`src/rtl/branch_sequencer.sv`:
```
// Decode-stage next-PC sequencer: picks sequential/branch/jump/register target,
// stalls for operand forwarding and parks a redirect until Fetch accepts it.
// Optional branch-likely delay-slot nullification under `BRANCH_LIKELY_EN.
module branch_sequencer #(
  parameter logic [31:0] RESET_PC = 32'h0000_3000
) (
  input  logic        clk,
  input  logic        reset,
  input  logic        BranchD,
  input  logic        JumpD,
  input  logic        JrD,
  input  logic        LikelyD,
  input  logic        JudgeRes,
  input  logic        OperandReady,
  input  logic        FetchReady,
  input  logic [31:0] PC4F,
  input  logic [31:0] B_addr,
  input  logic [31:0] J_addr,
  input  logic [31:0] JR_addr,
  output logic [31:0] NPC,
  output logic        PC_En,
  output logic        StallD,
  output logic        Redirect,
  output logic        FlushD
);

  typedef enum logic [1:0] {
    RUN  = 2'd0,
    HOLD = 2'd1,
    PEND = 2'd2
  } state_t;

  state_t      state, state_nxt;
  logic [31:0] tgt_q, tgt_nxt;
  logic [31:0] target;
  logic        needop, taken;
  logic        flush_pend;
  logic [31:0] npc_c;
  logic        pc_en_c, stall_c, redirect_c, flush_c;

  assign needop = BranchD | JrD;
  assign taken  = JrD | JumpD | (BranchD & JudgeRes);
  assign target = JrD ? JR_addr : (JumpD ? J_addr : B_addr);

`ifdef BRANCH_LIKELY_EN
  logic flush_q, flush_nxt;
  logic likely_nt;

  // Not-taken likely branch: sequential path, but the delay slot is squashed.
  assign likely_nt  = BranchD & LikelyD & OperandReady & ~JudgeRes;
  assign flush_pend = flush_q;

  always_ff @(posedge clk) begin
    if (reset) flush_q <= 1'b0;
    else       flush_q <= flush_nxt;
  end
`else
  logic unused_likely;
  assign unused_likely = LikelyD;
  assign flush_pend    = 1'b0;
`endif

  always_ff @(posedge clk) begin
    if (reset) begin
      state <= RUN;
      tgt_q <= 32'h0;
    end else begin
      state <= state_nxt;
      tgt_q <= tgt_nxt;
    end
  end

  always_comb begin
    state_nxt  = state;
    tgt_nxt    = tgt_q;
    npc_c      = PC4F;
    pc_en_c    = 1'b0;
    stall_c    = 1'b0;
    redirect_c = 1'b0;
    flush_c    = 1'b0;
`ifdef BRANCH_LIKELY_EN
    flush_nxt  = flush_q;
`endif
    case (state)
      PEND: begin
        stall_c = 1'b1;
        npc_c   = tgt_q;
        if (FetchReady) begin
          pc_en_c    = 1'b1;
          redirect_c = ~flush_pend;
          flush_c    = flush_pend;
          state_nxt  = RUN;
        end
      end
      default: begin
        // HOLD with operands ready resolves exactly like RUN in the same cycle.
        if (!OperandReady && (state == HOLD || needop)) begin
          stall_c   = 1'b1;
          state_nxt = HOLD;
        end else if (taken) begin
          if (FetchReady) begin
            npc_c      = target;
            pc_en_c    = 1'b1;
            redirect_c = 1'b1;
            state_nxt  = RUN;
          end else begin
            tgt_nxt   = target;
            stall_c   = 1'b1;
            state_nxt = PEND;
`ifdef BRANCH_LIKELY_EN
            flush_nxt = 1'b0;
`endif
          end
`ifdef BRANCH_LIKELY_EN
        end else if (likely_nt) begin
          if (FetchReady) begin
            flush_c   = 1'b1;
            pc_en_c   = 1'b1;
            state_nxt = RUN;
          end else begin
            tgt_nxt   = PC4F;
            flush_nxt = 1'b1;
            stall_c   = 1'b1;
            state_nxt = PEND;
          end
`endif
        end else begin
          pc_en_c   = FetchReady;
          stall_c   = ~FetchReady;
          state_nxt = RUN;
        end
      end
    endcase
  end

  // Reset forces the quiescent output pattern regardless of state.
  always_comb begin
    if (reset) begin
      NPC      = RESET_PC;
      PC_En    = 1'b0;
      StallD   = 1'b0;
      Redirect = 1'b0;
      FlushD   = 1'b0;
    end else begin
      NPC      = npc_c;
      PC_En    = pc_en_c;
      StallD   = stall_c;
      Redirect = redirect_c;
      FlushD   = flush_c;
    end
  end

endmodule

```
`config.mk`:
```
export PLATFORM = sky130hd
export DESIGN_NAME = branch_sequencer
export DESIGN_NICKNAME = d
export VERILOG_FILES = /design/src/rtl/branch_sequencer.sv
export SDC_FILE = /design/constraint.sdc
export NUM_CORES = 1
export LEC_CHECK = 0
export CORE_ASPECT_RATIO = 1.75
export CORE_MARGIN = 1.5
export CORE_UTILIZATION = 31
export CTS_CLUSTER_DIAMETER = 40
export CTS_CLUSTER_SIZE = 12
export DETAILED_ROUTE_END_ITERATION = 12
export PLACE_DENSITY = 0.72
export SYNTH_ARGS = -nofsm -noshare
export SYNTH_HDL_FRONTEND = slang
export SYNTH_SLANG_ARGS = --single-unit
```
`constraint.sdc`:
```
create_clock -name clk -period 1.8 [get_ports clk]
set_input_delay 0.45 -clock clk [delete_from_list [all_inputs] [get_ports clk]]
set_output_delay 0.45 -clock clk [all_outputs]
set_load 0.005 [all_outputs]
```
; Word level (Yosys, flattened, before mapping)
; Cells that the tools add are included.
[word_totals]
register_bits = 34
elab_cells = 42
out_inout_bits = 36
[op_classes]
bitwise_logic = 7
n_reduce_logical = 4
eq_ne = 3
muxes = 26
[ops]
columns = op, count
row1 = two-way mux 32 bit, 7
row2 = two-way mux 1 bit, 14
row3 = two-way mux 2 bit, 5
row4 = AND reduction 4 bit, 1
row5 = NOT 1 bit, 3
row6 = OR 1 bit, 3
row7 = "equality test 2 x 1 -> 1 bit, second input constant", 1
row8 = "equality test 2 bit, second input constant", 1
row9 = "!= test 2 bit, second input constant", 1
row10 = AND 1 bit, 1
row11 = logical AND 1 bit, 1
row12 = logical NOT 1 bit, 1
row13 = logical OR 1 bit, 1

; Depth between registers and ports, before layout
[depth]
word_depth = 7
mapped_depth = 7
depth_no_buf = 4

; Worst setup path before layout
; OpenSTA, ideal clock, no wires.
[synth_path]
kind = input port to output port
from = in JumpD
to = out NPC[10]
slack_ps = -64
stages = 7
t_required_ps = 1350
arrival_time_ps = 1414
path_buffers = 3
path_cell_list = buf_6 > a211o_1 > buf_6 > nand2_4 > buf_6 > o21ai_1 > a31oi_1
[synth_between]
elab_chain_len = 7
word_cells_on_any_way = 9
cone_classes = mux (7) / bitwise (2)
[synth_rtl]
columns = item, line_no
row1 = start: declaration, 10  ; input logic JumpD,
row2 = two-way mux 32 bit (2 in a row), 43  ; assign target = JrD ? JR_addr : (JumpD ? J_addr : B_addr);
row3 = two-way mux 32 bit, 101  ; if (FetchReady) begin
row4 = two-way mux 32 bit *, 100  ; end else if (taken) begin
row5 = two-way mux 32 bit *, 97  ; if (!OperandReady && (state == HOLD || needop)) begin
row6 = two-way mux 32 bit *, 84  ; case (state)
row7 = two-way mux 32 bit *, 138  ; if (reset) begin
row8 = end: declaration, 20  ; output logic [31:0] NPC,
; Mark *: on every way between the ends. The rest lies on a longest branch, timed or not.

; Final worst setup path
[layout_path]
from = reg state[1]
to = out NPC[7]
[layout_between]
elab_chain_len = 6
word_cells_on_any_way = 7
cone_classes = eq/ne (2) / mux (3) / reduce/logical (2)
[layout_rtl]
columns = item, line_no
row1 = start: declaration, 33  ; state_t state, state_nxt;
row2 = start signal: assignment, 68  ; state <= state_nxt;
row3 = equality test 2 x 1 -> 1 bit, 97
row4 = logical OR 1 bit, 97
row5 = logical AND 1 bit, 97
row6 = two-way mux 32 bit, 97
row7 = two-way mux 32 bit *, 84
row8 = two-way mux 32 bit *, 138
; Marks and branches as above.

==> metrics.md <==
| Metric | Value |
|---|---|
| Initial antenna violation count | `0` |
| CTS Sinks | `34` |
| Largest net degree at the start of global routing | `65` |
| Hold Path Depth | `2` |
| CP Cell Sequence | `nand2b_4 > a21oi_4 > buf_6 > clkbuf_16 > o21ai_1 > a31oi_1 > buf_2` |
| CTS Root Buffer Type | `clkbuf_16` |
| Top-area cell type share of the netlist area | `21.7%` |
| CP endpoint kind | `primary output` |
| Ys Warns | `0` |
| Static Leak | `2.67 nW` |
| Sequential area share after synthesis | `21.7%` |
| Synthesized area | `3140 um^2` |
| First-pass GRT wire length | `21,700 um` |
| Die Span Y | `136 um` |
| CTS buffer count | `5` |
| Std-Cell Rows | `48` |
| Clk slew on worst S/H paths | `0.05 ns` |
| Yosys cell types | `31` |
| Max-Cap Viols | `0` |
| Peak VDD IR | `0.000410 V` |
| DR iter-0 viols | `291` |
| Area after DPL | `5360 um^2` |
| FF-to-FF Start | `state[1]$_SDFFE_PP0P_` |
| Ratio of cells with drive above 1 in the final layout | `35.3%` |
| Max incr delay on CP | `0.33 ns` |
| R2r setup slk | `0.01 ns` |
| # port buffers | `170` |
| Synth Area in XOR/XNOR | `0%` |
| R2R depth | `8` |
| Area Overhead vs Synth | `97.1%` |
| Failing checks | `negative setup slack` |
| Vias in the first global route | `4,446` |
| Drt drc | `0` |
| Kind of cell adding the most delay to the critical path | `buffers and inverters` |
| Die Width | `79.0 um` |
| Final WS setup | `-0.361 ns` |
| Setup violators final | `35` |
| DR pass1 iterations | `5` |
| Multiplexer share of the synthesized area | `10.2%` |
| DR vias/cell | `5.70` |
| H-tree levels | `2` |
| Initial Util | `31.8%` |
| Num ports | `173` |
| Pwr/cell area | `508 nW/um^2` |
| Antenna cells | `0` |
| Clk Latency, worst-skew pair | `0.28 ns` |
| Antenna Nets Post-Route | `0` |
| Pins Over Slew Limit | `0` |
| Vias | `4,504` |
| Post-DR wirelength/cell | `18.8 um` |
| Synth Area per Inst | `7.22 um^2` |
| Syn Nets | `571` |
| Req. time, crit path | `1.35 ns` |
| CTS tree | `yes` |
| GRT overflow | `0` |
| Compound-Gate Fraction of Synth Area | `39.2%` |
| Final Cycle Share | `120%` |
| Crit path arrival time | `1.71 ns` |
| Top cells by area, synth | `dfxtp_1 (22%), mux2i_1 (10%), o31ai_1 (7.7%)` |
| Critical path buffers and inverters | `3` |
| Status | `finished with violations` |
| Total power | `3.14 mW` |
| Hold EP | `tgt_q[17]$_SDFFE_PP0P_` |
| Reg-to-reg endpoint | `tgt_q[7]$_SDFFE_PP0P_` |
| Core ar. | `9850 um^2` |
| Cells after Synth | `434` |
| Hold Fails Final Rpt | `0` |
| Skew final | `0.00667 ns` |
| Die ar. | `10,800 um^2` |
| Critical path type | `reg2out` |
| Hold crit path type | `reg2reg` |
| Largest family of logic cells by synthesized area | `compound AO/OA/AOI/OAI gates` |
| Final-stage net count | `801` |
| Fill count | `851` |
| CP max stage cell | `dfxtp_2` |
| Final Critical Period | `2.16 ns` |
| Post-place setup slack | `-1.07 ns` |
| Area leader, netlist | `dfxtp_1` |
| CP startpoint kind | `flip-flop` |
| Synth Area in Simple Gates | `18.0%` |
| RSZ-0062 raised after global routing | `yes` |
| Total Wirelength | `14,800 um` |
| Worst-path maximum fanout | `6` |
| Post-route cell area | `6180 um^2` |
| #FFs+latches synth | `34` |
| Fmax | `463 MHz` |
| Worst hold start | `tgt_q[17]$_SDFFE_PP0P_` |
| HPWL reported at the end of detailed placement | `9850 um` |
| GRT Util Overall | `25.5%` |
| RePlAce Congestion | `0.855` |
| Clk buf depth | `2` |
| Adder-Cell Fraction of Synth Area | `0%` |
| Final core utilization | `62.7%` |
[stage by stage]
step | hold slack [ns] | TNS [ns] | instances
6_report | 0.479 | -9.17 | 790
5_1_grt | 0.489 | -11.27 | 790
4_1_cts | 0.477 | -8.33 | 776
3_5_place_dp | 0.466 | -45.75 | 745
3_3_place_gp | 0.456 | -42.87 | 745
2_1_floorplan | 0.448 | -0.298 | 434
[placed cells by master (no fill, tap or decap), types with 27 or more instances in the layout]
master	netlist	final
dfxtp_1	34	32
nand3_2	0	27
buf_2	17	37
o31ai_1	32	31
clkdlybuf4s50_1	0	81
o21ai_1	29	31
buf_4	3	73
o21bai_1	30	30
a31oi_1	31	31
dlygate4sd2_1	0	35
a21oi_1	35	34
nand2_1	35	34
nand4_1	32	32
o21ai_2	0	30
mux2i_1	32	32
[routing by layer]
metal / up-vias / part of all wire (%) / GRT usage [%] / routed length [um]
met2: 183 / 57 / 50.9 / 8460
met5: - / 0 / 0 / 0
met3: 40 / 4.3 / 3.62 / 631
met4: 0 / 3.3 / 10.5 / 488
li1: 2128 / - / - / -
met1: 2153 / 35 / 25.4 / 5260
[final cells by class]
cell class / count / area (um^2) / share of cell area [%]
Clock buffer: 7 / 143 / 2.31
Clock inverter: 1 / 5.00 / 0.0810
Inverter: 1 / 3.75 / 0.0607
Multi-Input combinational cell: 341 / 2440 / 39.5
Sequential cell: 34 / 683 / 11.1
Tap cell: 125 / 156 / 2.53
Timing Repair Buffer: 281 / 2750 / 44.4
[state kept, by name (all words and copies together), names as in the netlist]
name   cells
tgt_q     32
state      2
[cells in the mapped netlist]
cell and n:
a21oi_1 35, nand2_1 35, dfxtp_1 34, o21ai_0 33, mux2i_1 32, nand3_1 32
nand4_1 32, o31ai_1 32, a31oi_1 31, o21bai_1 30, o21ai_1 29, clkbuf_1 24
buf_2 17, buf_6 11, nand2b_1 4, buf_1 3, buf_4 3, a211oi_1 2
nor2_1 2, o221ai_1 2, a211o_1 1, a211oi_4 1, a21o_1 1, a21oi_4 1
conb_1 1, inv_1 1, nand2_4 1, nor2_2 1, nor2_4 1, nor2b_1 1
nor3_1 1
[how the worst max path moves through the flow]
stage / from / end / slack [ns] / depth (start not counted)
6_report: state[1]$_SDFFE_PP0P_ / NPC[7] / -0.36 / 7
5_1_grt: state[1]$_SDFFE_PP0P_ / NPC[18] / -0.43 / 7
4_1_cts: JudgeRes / NPC[13] / -0.30 / 9
3_5_place_dp: BranchD / NPC[21] / -1.07 / 7
2_1_floorplan: JumpD / NPC[10] / -0.01 / 7
3_3_place_gp: BranchD / NPC[19] / -1.03 / 7
[worst reg2reg max path: cells and delay by family (launching register included)]
family | cells | cell delay [ns]
AO/OA/AOI/OAI | 3 | 0.50
buffers and inverters | 4 | 0.67
flip-flops | 1 | 0.34
AND/OR/NAND/NOR | 1 | 0.16
[kinds of logic after synthesis]
family / count (synthesis)
AO/OA/AOI/OAI: 198
AND/OR/NAND/NOR: 110
buffers and inverters: 59
flip-flops: 34
multiplexers: 32
other: 1
[power breakdown]
part,switching [mW],total (mW),internal [mW]
Sequential,0.0267,0.823,0.796
Clock,0.307,0.855,0.548
Combinational,0.655,1.46,0.807
Total,0.989,3.14,2.15
[repair_timing]
action | CTS | global route
resized for setup | 285 | 64
setup endpoints to repair | 50 | 37
hold buffers | 0 | 0
setup buffers | 20 | 16
pin swaps | 52 | 65
cloned | 5 | 3
Note: power is estimated with default switching activity, not from simulation.
